===== config.mk =====
export PLATFORM = sky130hd
export DESIGN_NAME = floor_call_scheduler
export DESIGN_NICKNAME = d
export VERILOG_FILES = /design/src/rtl/floor_call_scheduler.sv
export SDC_FILE = /design/constraint.sdc
export NUM_CORES = 1
export LEC_CHECK = 0
export CAP_MARGIN = 5
export CORE_ASPECT_RATIO = 0.8
export CORE_MARGIN = 10
export CORE_UTILIZATION = 40
export CTS_CLUSTER_DIAMETER = 200
export DETAILED_ROUTE_END_ITERATION = 10
export GPL_ROUTABILITY_DRIVEN = 0
export SLEW_MARGIN = 5
export SYNTH_ARGS = -nofsm -noshare
export SYNTH_HDL_FRONTEND = slang
export SYNTH_SLANG_ARGS = --single-unit
export TNS_END_PERCENT = 50

===== constraint.sdc =====
create_clock -name clk -period 2.15 [get_ports clk]
set_clock_uncertainty 0.1 [all_clocks]
set_input_delay 0.645 -clock clk [delete_from_list [all_inputs] [get_ports clk]]
set_output_delay 0.645 -clock clk [all_outputs]
set_load 0.05 [all_outputs]

===== src/rtl/floor_call_scheduler.sv =====
// Floor-call scheduler: captures button presses, picks the next floor with SCAN, drives one-hot floor_req.
// Latency: press -> pending after 2 edges; IDLE -> floor_req in 1 edge; arrival -> DWELL_CYCLES dwell + 1 idle cycle.
// Backpressure: none; floor_req is held until floor_pos matches it, and new calls wait in pending.
module floor_call_scheduler #(
    parameter int NUM_FLOORS   = 5,
    parameter int DWELL_CYCLES = 4
) (
    input  logic                  clk,
    input  logic                  reset,
    input  logic [NUM_FLOORS-1:0] btn,
    input  logic [NUM_FLOORS-1:0] floor_pos,
    output logic [NUM_FLOORS-1:0] floor_req,
    output logic [NUM_FLOORS-1:0] pending,
    output logic                  busy
);

    localparam int IW = $clog2(NUM_FLOORS);
    localparam int CW = (DWELL_CYCLES > 1) ? $clog2(DWELL_CYCLES) : 1;
    localparam logic [CW-1:0]         DWELL_LOAD = CW'(DWELL_CYCLES - 1);
    localparam logic [NUM_FLOORS-1:0] ONE        = {{(NUM_FLOORS-1){1'b0}}, 1'b1};

    typedef enum logic [1:0] {
        IDLE  = 2'd0,
        SERVE = 2'd1,
        DWELL = 2'd2
    } state_t;

    typedef enum logic {
        DIR_UP = 1'b0,
        DIR_DN = 1'b1
    } dir_t;

    state_t                state, state_nxt;
    dir_t                  dir, dir_nxt;
    logic [NUM_FLOORS-1:0] floor_req_nxt;
    logic [NUM_FLOORS-1:0] pending_nxt;
    logic [NUM_FLOORS-1:0] clr_mask;
    logic [CW-1:0]         cnt, cnt_nxt;
    logic [IW-1:0]         cur_idx;

    logic [NUM_FLOORS-1:0] btn_s;
    logic [NUM_FLOORS-1:0] btn_q;
    logic [1:0]            hist_vld;
    logic [NUM_FLOORS-1:0] btn_rise;

    logic                  pos_onehot;
    logic [IW-1:0]         pos_idx;

    logic                  at_cur;
    logic                  found_up, found_dn;
    logic [IW-1:0]         up_idx, dn_idx;
    logic [IW-1:0]         sel_idx;
    logic                  sel_flip;

    // Edges are only trusted once btn_q holds a real post-reset sample,
    // so a button held through reset is not mistaken for a new press.
    assign btn_rise = btn_s & ~btn_q & {NUM_FLOORS{hist_vld[1]}};

    always_comb begin
        pos_onehot = (floor_pos != '0) && ((floor_pos & (floor_pos - ONE)) == '0);
        pos_idx    = '0;
        for (int i = 0; i < NUM_FLOORS; i++) begin
            if (floor_pos[i]) begin
                pos_idx = IW'(i);
            end
        end
    end

    // Descending scan keeps the lowest index above; ascending keeps the highest below.
    always_comb begin
        at_cur   = pending[cur_idx];
        found_up = 1'b0;
        up_idx   = '0;
        found_dn = 1'b0;
        dn_idx   = '0;
        for (int i = NUM_FLOORS - 1; i >= 0; i--) begin
            if (pending[i] && (i > int'(cur_idx))) begin
                found_up = 1'b1;
                up_idx   = IW'(i);
            end
        end
        for (int i = 0; i < NUM_FLOORS; i++) begin
            if (pending[i] && (i < int'(cur_idx))) begin
                found_dn = 1'b1;
                dn_idx   = IW'(i);
            end
        end
    end

    always_comb begin
        sel_idx  = cur_idx;
        sel_flip = 1'b0;
        if (!at_cur) begin
            if (dir == DIR_UP) begin
                if (found_up) begin
                    sel_idx = up_idx;
                end else begin
                    sel_idx  = dn_idx;
                    sel_flip = 1'b1;
                end
            end else begin
                if (found_dn) begin
                    sel_idx = dn_idx;
                end else begin
                    sel_idx  = up_idx;
                    sel_flip = 1'b1;
                end
            end
        end
    end

    always_comb begin
        state_nxt     = state;
        dir_nxt       = dir;
        floor_req_nxt = floor_req;
        cnt_nxt       = cnt;
        clr_mask      = '0;
        case (state)
            IDLE: begin
                if (pending != '0) begin
                    floor_req_nxt = ONE << sel_idx;
                    state_nxt     = SERVE;
                    if (sel_flip) begin
                        dir_nxt = (dir == DIR_UP) ? DIR_DN : DIR_UP;
                    end
                end else begin
                    floor_req_nxt = '0;
                end
            end
            SERVE: begin
                if (floor_pos == floor_req) begin
                    clr_mask      = floor_req;
                    floor_req_nxt = '0;
                    cnt_nxt       = DWELL_LOAD;
                    state_nxt     = DWELL;
                end
            end
            DWELL: begin
                if (cnt == '0) begin
                    state_nxt = IDLE;
                end else begin
                    cnt_nxt = cnt - 1'b1;
                end
            end
            default: begin
                state_nxt     = IDLE;
                floor_req_nxt = '0;
            end
        endcase
        // A press landing on the floor being served is dropped with the clear.
        pending_nxt = (pending | btn_rise) & ~clr_mask;
    end

    always_ff @(posedge clk or negedge reset) begin
        if (!reset) begin
            state     <= IDLE;
            dir       <= DIR_UP;
            floor_req <= '0;
            pending   <= '0;
            busy      <= 1'b0;
            cnt       <= '0;
            cur_idx   <= '0;
            btn_s     <= '0;
            btn_q     <= '0;
            hist_vld  <= '0;
        end else begin
            state     <= state_nxt;
            dir       <= dir_nxt;
            floor_req <= floor_req_nxt;
            pending   <= pending_nxt;
            busy      <= (state_nxt != IDLE);
            cnt       <= cnt_nxt;
            btn_s     <= btn;
            btn_q     <= btn_s;
            hist_vld  <= {hist_vld[0], 1'b1};
            if (pos_onehot) begin
                cur_idx <= pos_idx;
            end
        end
    end

endmodule


[Word-level counts from Yosys, hierarchy flattened]
Index checks and enable logic that the tools add are counted.
Storage, ports and cells
  register bits: 31
  input bits: 12
  word-level logic and storage cells: 100
  output and inout bits: 11
Cells by class
  bitwise logic cells: 8
  shift operators: 1
  add/sub/neg operators: 2
  mux-type cells: 44
  equal/unequal tests: 5
  reductions and logical operators: 20
  magnitude comparators: 10
Operators by type and width (count)
  3-bit two-way mux: 13
  5-bit bitwise AND: 4
  5-bit two-way mux: 4
  1-bit two-way mux: 17
  5-bit one-hot mux with 3 select lines: 1
  2-bit two-way mux: 6
  1-bit logical AND: 10
  5-bit inverter: 2
  5-bit nonzero test: 2
  2-bit by 3-bit > comparator with 1-bit output, first input constant: 2
  1-bit by 3-bit < comparator with 1-bit output, first input constant: 2
  2-bit by 3-bit < comparator with 1-bit output, first input constant: 2
  2-bit one-hot mux with 3 select lines: 1
  3-bit AND reduction: 2
  5-bit equality test: 1
  5-bit logical NOT: 1
  5-bit bitwise OR: 1
  1-bit by 3-bit << shifter with 5-bit output, first input constant: 1
  5-bit by 1-bit subtractor with 5-bit output, second input constant: 1
  2-bit logical NOT: 2
  3-bit by 4-bit < comparator with 1-bit output, second input constant: 1
  2-bit != test, second input constant: 2
  2-bit one-hot mux with 2 select lines: 1
  2-bit nonzero test: 2
  other kinds (9): 9

[Depth between registers and ports, before layout]
Gate-level depths: netlist (run 1).
  depth after elaboration: 13
  gate-level depth with buffers: 8
  depth with buffers taken out: 6

[Worst setup path before layout (run 1)]
OpenSTA, ideal clock, no wires.
  path type: reg2reg
  start point: register pending[4]
  end point: register floor_req[1]
  buffers on the path: 1
  cell stages (with the launch flop): 8
  clock period less this slack: 2.199 ns
  setup time: 0.122 ns
  required time: 1.928 ns
  arrival time: 1.978 ns
  setup slack: -0.049 ns
  cells stage by stage: dfrtp_1 -> clkbuf_2 -> a211oi_1 -> a211o_1 -> a31oi_1 -> o21ai_0 -> a21o_2 -> a32o_1
On the way
  cells in the longest elaborated chain, start to end: 11
  elaborated cells on any way between the ends: 22
  those cells by class: 1 x shift; 18 x mux; 3 x reduce/logical
Ends and longest elaborated chain
  start: declaration: line 13  | output logic [NUM_FLOORS-1:0] pending,
  start signal: assignment: line 170  | pending <= pending_nxt;
  1-bit logical AND: line 77  | if (pending[i] && (i > int'(cur_idx))) begin
  1-bit two-way mux / 3-bit two-way mux (equally long branches) (4 in a row): line 77
  3-bit two-way mux, on equally long branches: line 95, 102
  3-bit two-way mux: line 94  | if (dir == DIR_UP) begin
  3-bit two-way mux: line 93  | if (!at_cur) begin
  1-bit by 3-bit << shifter with 5-bit output: line 121  | floor_req_nxt = ONE << sel_idx;
  5-bit two-way mux (*): line 120  | if (pending != '0) begin
  5-bit one-hot mux with 3 select lines (*): line 118  | case (state)
  end signal: assignment: line 169  | floor_req <= floor_req_nxt;
  end: declaration: line 12  | output logic [NUM_FLOORS-1:0] floor_req,
Every way passes the cells marked *; elsewhere a longest branch is shown, timed or not. The select of a mux whose other input is x is not followed.
A chain may end at the register's enable or synchronous reset.

[Final worst setup path (run 1)]
  start point: register cur_idx[0]
  end point: register floor_req[3]
On the way
  cells in the longest elaborated chain, start to end: 13
  elaborated cells on any way between the ends: 44
  those cells by class: 9 x order compare; 1 x shift; 25 x mux; 9 x reduce/logical
Ends and longest elaborated chain
  start: declaration: line 39  | logic [IW-1:0] cur_idx;
  start signal: assignment: line 177  | cur_idx <= pos_idx;
  1-bit by 3-bit < comparator with 1-bit output: line 83  | if (pending[i] && (i < int'(cur_idx))) begin
  1-bit logical AND: line 83
  1-bit two-way mux (5 in a row): line 83
  3-bit two-way mux: line 102  | if (found_dn) begin
  3-bit two-way mux: line 94
  3-bit two-way mux (*): line 93
  1-bit by 3-bit << shifter with 5-bit output (*): line 121
  5-bit two-way mux (*): line 120
  5-bit one-hot mux with 3 select lines (*): line 118
Marks and branches as above.

==> results by group, run 1 <==
Worst setup path
  – Critical Path RT: 2.25 ns
  – Crit path capture type: register
  – CP arrival: 2.16 ns
  – Worst R2R Setup Slack: 0.1 ns
  – Crit Path Max Fanout: 10
  – Launch point of the worst reg-to-reg path: cur_idx[0]
  – Critical path launch point type: register
  – Critical path class: register to register
  – R2r worst-path depth: 6
  – Reg2reg end: floor_req[3]

Worst hold path
  – Worst Hold Path Cells: 0
  – Worst hold endpoint: hist_vld[1]
  – Hold Crit Start: hist_vld[0]
  – Hold Crit Class: register to register

Detailed routing
  – Drt first pass iters: 4
  – DRT iter0 DRCs: 77
  – Vias: 1,434
  – Vias per inst: 5.35
  – Final WL: 4100 um
  – Antenna Nets Post-Route: 0
  – Residual DRC: 0
  – Average wire per standard cell: 15.3 um

Cells and area
  – Synthesis-to-layout area growth: 28.0%
  – Most frequent cells in the layout: buf_4 (32), dfrtp_1 (25), a21oi_1 (14)
  – Net count, final: 225
  – Share of cells above drive strength 1: 27.7%
  – Leading cell type in the layout, fill and taps excluded: buf_4
  – Diode count: 0

Yosys
  – Syn Inst Count: 174
  – Main synth FF type: dfrtp_1
  – Sequential cell area fraction in the yosys report: 46.5%
  – Netlist cell types: 48
  – Syn nets: 187
  – EDFF count, synth: 0
  – Avg Inst Size Synth: 9.59 um^2
  – Yosys warning count: 0
  – Ys async rst share: 100%
  – Seq cells post-synth: 31
  – Syn Std Cell Area: 1670 um^2

Timing
  – Fin crit share: 95.4%
  – Max frequency: 487 MHz
  – Hold Violations, Final: 0
  – Final worst slack: 0.0986 ns
  – Worst hold slack: 0.250 ns
  – Pins Over Slew Limit: 0
  – Unrepaired setup endpoints after global routing: false
  – Final setup viols: 0
  – Min Tclk post-route: 2.05 ns

Power and ir drop
  – NetSw: 923 uW
  – Flop pwr share: 37.4%
  – Pwr/cell area: 1050 nW/um^2
  – Sw Share: 41.3%
  – Comb power frac: 42.2%
  – Lkg Pwr: 0.895 nW
  – Cell Int Power: 1.31 mW
  – Clk pwr share: 20.4%
  – Peak supply drop: 0.713 mV

Placement
  – Pre-CTS setup slack: -0.192 ns
  – Dpl hpwl: 3060 um
  – PortBufs: 22

GRT
  – Initial antenna violation count: 0
  – Total GRT Usage: 11.5%
  – Largest net degree at the start of global routing: 32
  – GRT overflow: 0
  – Wire length of the first global-routing pass: 6710 um
  – Vias in the first global route: 1,364

Clock network
  – H-tree Lvls: 2
  – Num CTS Buffers: 5
  – CTS tree: done
  – Clock transition at the registers of the reported paths: 0.07 ns
  – Clock Path Buffers: 2
  – Clock Tree Root: clkbuf_8
  – Clock Sinks: 31
  – Clk_lat worst skew: 0.28 ns

Flow run
  – Max-cap violation count: 0

Die
  – Die Y: 77.8 um
  – # IOs: 23
  – Initial Util: 42.7%
  – Die W: 92.2 um
  – # rows: 20
  – Die area: 7170 um^2
  – Total core area: 3900 um^2

Outcome
  – Status: finished clean
-- worst max-delay path: stages (launching register included) --
cell and delay [ns]:
dfrtp_2 0.46, buf_4 0.16, mux2_2 0.36, a211oi_4 0.27, a21oi_1 0.10, or3_1 0.36, o2bb2ai_1 0.16
-- routing by layer --
layer | GRT usage, % | routed length, um | vias up
met5 | 0 | 0 | -
met2 | 17.1 | 1940 | 31
met4 | 2.77 | 21 | 0
met3 | 4.52 | 217 | 4
li1 | - | - | 699
met1 | 15.1 | 1920 | 700
-- worst max path at each step --
| stage | startpoint | endpoint | slack, ns | cells past startpoint |
|---|---|---|---|---|
| final | cur_idx[0] | floor_req[3] | 0.1 | 6 |
| after global placement | floor_pos[2] | pending[4] | -0.14 | 8 |
| after global routing | cur_idx[1] | floor_req[3] | 0.01 | 6 |
| after detailed placement | floor_pos[4] | pending[0] | -0.19 | 8 |
| after floorplan | pending[3] | floor_req[1] | 0.02 | 7 |
| after CTS | cur_idx[1] | floor_req[1] | 0.05 | 6 |
-- kinds of logic after synthesis --
family / count (synthesis) / synth area share, %
compound gates: 60 / 24.9
xor+xnor: 7 / 3.68
fa+ha+maj: 1 / 0.750
buf+inv: 22 / 6.83
flops: 31 / 46.5
mux: 3 / 2.18
other cells: 1 / 0.225
simple gates: 49 / 14.9
-- what timing repair did --
item                                    4_1_cts  5_1_grt
pin swaps                                     0        2
hold buffers                                  0        0
cloned                                        0        0
endpoints found under the setup margin        2        9
setup buffers                                 0        3
resized for setup                             2        4
-- state kept, by name, indices dropped and copies added (netlist names) --
signal and flops:
btn_q 5, btn_s 5, busy 1, cnt 2, cur_idx 3, dir 1
floor_req 5, hist_vld 2, pending 5, state 2
-- synthesized netlist by cell type (3+ instances only) --
master | n | area share (%)
a21oi_1 | 14 | 4.2
inv_1 | 9 | 2.0
o221ai_1 | 3 | 1.6
xnor2_1 | 5 | 2.6
nor2_1 | 13 | 2.9
o21ai_0 | 12 | 3.6
nand2_1 | 9 | 2.0
buf_2 | 4 | 1.2
nand3_1 | 4 | 1.2
o2bb2ai_1 | 3 | 1.6
nand2b_1 | 3 | 1.1
nor3_1 | 6 | 1.8
clkbuf_1 | 5 | 1.1
or3_1 | 3 | 1.1
dfrtp_1 | 31 | 47
nor2b_1 | 4 | 1.5
a31oi_1 | 6 | 2.3
-- power by group through the flow --
stage	sequential, mW	clock (mW)	combinational, mW
finish	0.836	0.456	0.943
CTS	0.840	0.470	0.907
detailed placement	0.848	0	0.900
global route	0.853	0.503	1.03
floorplan	0.942	0	0.503
global placement	0.843	0	0.886
-- per-stage QoR --
| step | total power, mW | utilization, % | cells | setup TNS [ns] | area [um^2] |
|---|---|---|---|---|---|
| final | 2.23 | 54.7 | 268 | 0 | 2130 |
| after detailed placement | 1.75 | 51.4 | 257 | -2.13 | 2010 |
| after global routing | 2.38 | 54.7 | 268 | 0 | 2130 |
| after CTS | 2.22 | 53.8 | 265 | 0 | 2100 |
| after global placement | 1.73 | 51.4 | 257 | -1.33 | 2010 |
| after floorplan | 1.45 | - | 174 | 0 | 1670 |
-- cell type report --
| class | count | area, um^2 |
|---|---|---|
| clock inverters | 3 | 20.0 |
| fillers | 360 | 1770 |
| clock buffers | 5 | 68.8 |
| flip-flops and latches | 31 | 783 |
| well taps | 55 | 68.8 |
| multi-input cells | 121 | 790 |
| inverters | 9 | 33.8 |
| repair buffers | 44 | 370 |
Note: power is estimated with default switching activity, not from simulation.
==> inputs of run 2 (changes only) <==
CORE_UTILIZATION = 54   (was 40)
PLACE_DENSITY = 0.79   (was not set)
==> run 2 against run 1 <==
Compared with the run above:
- sequential share of layout area up 0.87 points
- register-to-register slack barely moved
- utilization rose by 18 points
- combinational power shrank 5.1%
- setup slack worse by 0.0099 ns
- sequential cell count stayed put
- maximum frequency decreased by 0.48%
- via count unchanged
- clock power grew 27%
- clock-buffer cell count is the same
- final cell count is 9.0% lower
- global-route usage up 3.6 points
==> results by group, run 2 (synthesis gave the netlist of run 1 again) <==
Outcome
  – Status: finished clean

Detailed routing
  – Antenna Nets Post-Route: 0
  – Drt first pass iters: 4
  – DRT iter0 DRCs: 115
  – Vias: 1,434
  – Residual DRC: 0
  – Final WL: 4040 um
  – Average wire per standard cell: 16.5 um
  – Vias per inst: 5.88

Worst hold path
  – Hold Crit Class: register to register

GRT
  – Total GRT Usage: 15.0%
  – Largest net degree at the start of global routing: 32
  – GRT overflow: 0
  – Initial antenna violation count: 0
  – Vias in the first global route: 1,432
  – Wire length of the first global-routing pass: 6780 um

Timing
  – Fin crit share: 95.9%
  – Pins Over Slew Limit: 0
  – Hold Violations, Final: 0
  – Final setup viols: 0
  – Min Tclk post-route: 2.06 ns
  – Unrepaired setup endpoints after global routing: true
  – Max frequency: 485 MHz

Clock network
  – Clk_lat worst skew: 0.28 ns
  – Clock Path Buffers: 2
  – Clock Tree Root: clkbuf_8
  – Clock transition at the registers of the reported paths: 0.07 ns
  – Num CTS Buffers: 5
  – H-tree Lvls: 2
  – Clock Sinks: 31
  – CTS tree: done

Die
  – # rows: 17
  – Total core area: 2850 um^2
  – Initial Util: 58.5%
  – # IOs: 23
  – Die W: 82.1 um
  – Die area: 5730 um^2
  – Die Y: 69.7 um

Cells and area
  – Fillers: 232
  – Most frequent cells in the layout: dfrtp_1 (26), buf_4 (25), a21oi_1 (14)
  – Diode count: 0
  – Multi-input gate area: 788 um^2
  – Leading cell type in the layout, fill and taps excluded: dfrtp_1
  – Net count, final: 218
  – Share of cells above drive strength 1: 24.8%
  – Finished Layout Cells: 244
  – Register area: 782 um^2
  – Util after Layout: 73.0%
  – Synthesis-to-layout area growth: 24.8%
  – Design Area, Final: 2080 um^2

Worst setup path
  – Crit Path Max Fanout: 16
  – Crit path capture type: register
  – CP arrival: 2.13 ns
  – Critical Path RT: 2.22 ns
  – Critical path class: register to register
  – Critical path launch point type: register

Placement
  – Dpl hpwl: 2940 um
  – PortBufs: 22
  – Post-Place Cells: 236
  – Placed cell area: 1960 um^2

Power and ir drop
  – Lkg Pwr: 0.882 nW
  – Pwr/cell area: 1110 nW/um^2
  – Peak supply drop: 1.06 mV

Flow run
  – Max-cap violation count: 0
[run 2: cell types whose count changed in the layout (fill, tap and decap cells not counted), sizes merged]
cell,before,now
buf,33,26
clkinvlp,2,0
bufinv,0,1
clkinv,1,2
[run 2: critical path, cell delays in order (launching register included)]
cell	delay [ns]
dfrtp_2	0.54
o21ai_0	0.16
a211o_1	0.34
a31oi_1	0.23
o21ai_1	0.13
a21o_2	0.23
a32o_1	0.21
[run 2: per-layer routing]
metal / GRT usage (%) / share of wire, %
met1: 18.6 / 44
met2: 23.4 / 48
met3: 5.43 / 5.4
met4: 4.87 / 1.8
met5: 0 / 0
[run 2: timing repair]
| item | CTS | global route |
|---|---|---|
| setup buffers | 0 | 0 |
| pin swaps | 0 | 2 |
| setup endpoints to repair | 3 | 10 |
| hold buffers | 0 | 0 |
| gates resized for setup | 1 | 6 |
[run 2: final cells by class]
cell class | count | area share (%)
multi-input combinational | 121 | 37.9
tap | 38 | 2.28
timing repair buffer | 37 | 15.3
clock inverter | 3 | 2.10
inverter | 9 | 1.62
clock buffer | 5 | 3.31
sequential | 31 | 37.6
[run 2: where the power goes]
part | internal (mW) | total, mW | switching (mW)
combinational | 0.378 | 0.895 | 0.517
sequential | 0.677 | 0.846 | 0.169
clock | 0.345 | 0.577 | 0.232
[run 2: per-stage QoR]
stage	TNS, ns	setup slack [ns]	total power [mW]	hold WS (ns)
floorplan	0	0.0197	1.45	0.231
global placement	-1.29	-0.137	1.69	0.240
detailed placement	-2.40	-0.213	1.72	0.241
CTS	0	0.0160	2.30	0.257
global route	-0.0837	-0.0266	2.45	0.259
finish	0	0.0887	2.32	0.256
[run 2: final timing paths]
| check | slack (ns) | cells past startpoint | from | endpoint |
|---|---|---|---|---|
| max | 0.09 | 6 | cur_idx[0] | floor_req[1] |
| min | 0.26 | 0 | hist_vld[0] | hist_vld[1] |
| max reg2reg | 0.09 | 6 | cur_idx[0] | floor_req[1] |
| min reg2reg | 0.26 | 0 | hist_vld[0] | hist_vld[1] |
| max in group asynchronous | 1.00 | 2 | reset | pending[3] |
| min in group asynchronous | 0.64 | 2 | reset | floor_req[3] |
==> inputs of run 3 (changes only) <==
MAX_ROUTING_LAYER = met4   (was not set)
SLEW_MARGIN = 15   (was 5)
==> run 3 against run 2 <==
Compared with the run above:
- wire length down 0.17%
- first-iteration DRC count is 7.0% lower
- global-route usage up 0.40 points
- final area unchanged
- clock power hardly changed
- sequential share of layout area did not move
- non-clock buffer count stayed put
- register-to-register slack about the same
- utilization stayed put
==> results by group, run 3 (synthesis gave the netlist of run 1 again) <==
Detailed routing
  – Average wire per standard cell: 16.5 um
  – Met1 WL: 1780 um
  – Residual DRC: 0
  – Vias per inst: 5.89
  – Highest routed layer: met4
  – Met3 wire length: 232 um
  – Vias: 1,436
  – DRT iter0 DRCs: 107
  – Final WL: 4030 um
  – Drt first pass iters: 4
  – Antenna Nets Post-Route: 0
  – Met2 WL: 1960 um

Clock network
  – CTS tree: done
  – Clock Sinks: 31
  – Post-CTS setup buffers: 0
  – Clock Path Buffers: 2
  – Clock transition at the registers of the reported paths: 0.07 ns
  – Num CTS Buffers: 5
  – H-tree Lvls: 2
  – Clock Tree Root: clkbuf_8
  – Clk_lat worst skew: 0.28 ns

Die
  – Die area: 5730 um^2
  – Total core area: 2850 um^2
  – # rows: 17
  – # IOs: 23
  – Die Y: 69.7 um
  – Initial Util: 58.5%
  – Die W: 82.1 um

Timing
  – Pins Over Slew Limit: 0
  – Hold Violations, Final: 0
  – Final setup viols: 0
  – Unrepaired setup endpoints after global routing: true
  – Max frequency: 485 MHz
  – Min Tclk post-route: 2.06 ns
  – Fin crit share: 95.9%
  – Setup_tns: 0 ns

Worst hold path
  – Hold Crit Start: hist_vld[0]
  – Hold Crit Class: register to register

Worst setup path
  – Critical path launch point type: register
  – CP Launch Point: cur_idx[0]
  – Crit-path cells: o21ai_0 > a211o_1 > a31oi_1 > o21ai_1 > a21o_2 > a32o_1
  – CP arrival: 2.14 ns
  – Critical Path RT: 2.22 ns
  – Launch point of the worst reg-to-reg path: cur_idx[0]
  – Crit path capture type: register
  – Crit Path Max Fanout: 16
  – Critical path class: register to register
  – Crit path max-delay cell type: dfrtp_2
  – Crit-path max cell delay: 0.54 ns

Power and ir drop
  – Peak supply drop: 1.06 mV
  – Lkg Pwr: 0.882 nW
  – Pwr/cell area: 1110 nW/um^2

Cells and area
  – Multi-input gate area: 788 um^2
  – Leading cell type in the layout, fill and taps excluded: dfrtp_1
  – Diode count: 0
  – Synthesis-to-layout area growth: 24.8%
  – Design Area, Final: 2080 um^2
  – Register area: 782 um^2
  – Share of cells above drive strength 1: 24.8%
  – Net count, final: 218
  – Most frequent cells in the layout: dfrtp_1 (26), buf_4 (25), a21oi_1 (14)
  – Fillers: 232

Placement
  – PortBufs: 22
  – Placed cell area: 1960 um^2
  – Dpl hpwl: 2940 um

GRT
  – GRT overflow: 0
  – Initial antenna violation count: 0
  – Vias in the first global route: 1,428
  – Wire length of the first global-routing pass: 6770 um
  – Largest net degree at the start of global routing: 32
  – Total GRT Usage: 15.4%

Outcome
  – Status: finished clean

Flow run
  – Max-cap violation count: 0
run 3: cell counts in the layout (fill, tap and decap cells not counted):
No cell type changed its count.
run 3: metrics by stage:
stage	total power, mW	hold WS (ns)	setup slack [ns]	cells	utilization (%)
2_1_floorplan	1.45	0.231	0.0197	174	-
3_3_place_gp	1.69	0.240	-0.137	236	68.6
3_5_place_dp	1.72	0.241	-0.213	236	68.6
4_1_cts	2.30	0.257	0.0160	244	72.6
5_1_grt	2.45	0.259	-0.0266	244	73.0
6_report	2.32	0.256	0.0874	244	73.0
run 3: report_power, final:
group / switching (mW) / internal [mW]
sequential: 0.168 / 0.677
clock: 0.232 / 0.345
combinational: 0.517 / 0.378
total: 0.917 / 1.40
run 3: final timing paths:
| check | end | slack (ns) | cells after the start |
|---|---|---|---|
| worst min register to register | hist_vld[1] | 0.26 | 0 |
| max in group asynchronous | pending[1] | 1.00 | 2 |
| min in group asynchronous | floor_req[3] | 0.64 | 2 |
| worst max register to register | floor_req[1] | 0.09 | 6 |
| worst min-delay path | hist_vld[1] | 0.26 | 0 |
| worst max-delay path | floor_req[1] | 0.09 | 6 |
run 3: layout make-up:
class | instances | share of cell area [%]
Clock inverter | 3 | 2.10
Inverter | 9 | 1.62
Clock buffer | 5 | 3.31
Timing Repair Buffer | 37 | 15.3
Sequential cell | 31 | 37.6
Tap cell | 38 | 2.28
Multi-Input combinational cell | 121 | 37.9
run 3: worst max-delay path: cells and delay by family (launching register included):
kind | cells | cell delay, ns
DFF | 1 | 0.54
AOI/OAI and AO/OA | 6 | 1.30
run 3: repair_timing:
item,4_1_cts,5_1_grt
pin swaps,0,2
gates resized for setup,1,6
hold buffers,0,0
endpoints found under the setup margin,3,10
run 3: layer usage:
layer  global-route usage, %  vias up
met4                    4.87        0
met3                    5.17        7
met1                    18.8      712
met2                    23.3       36
li1                        -      681
met5                       -        -
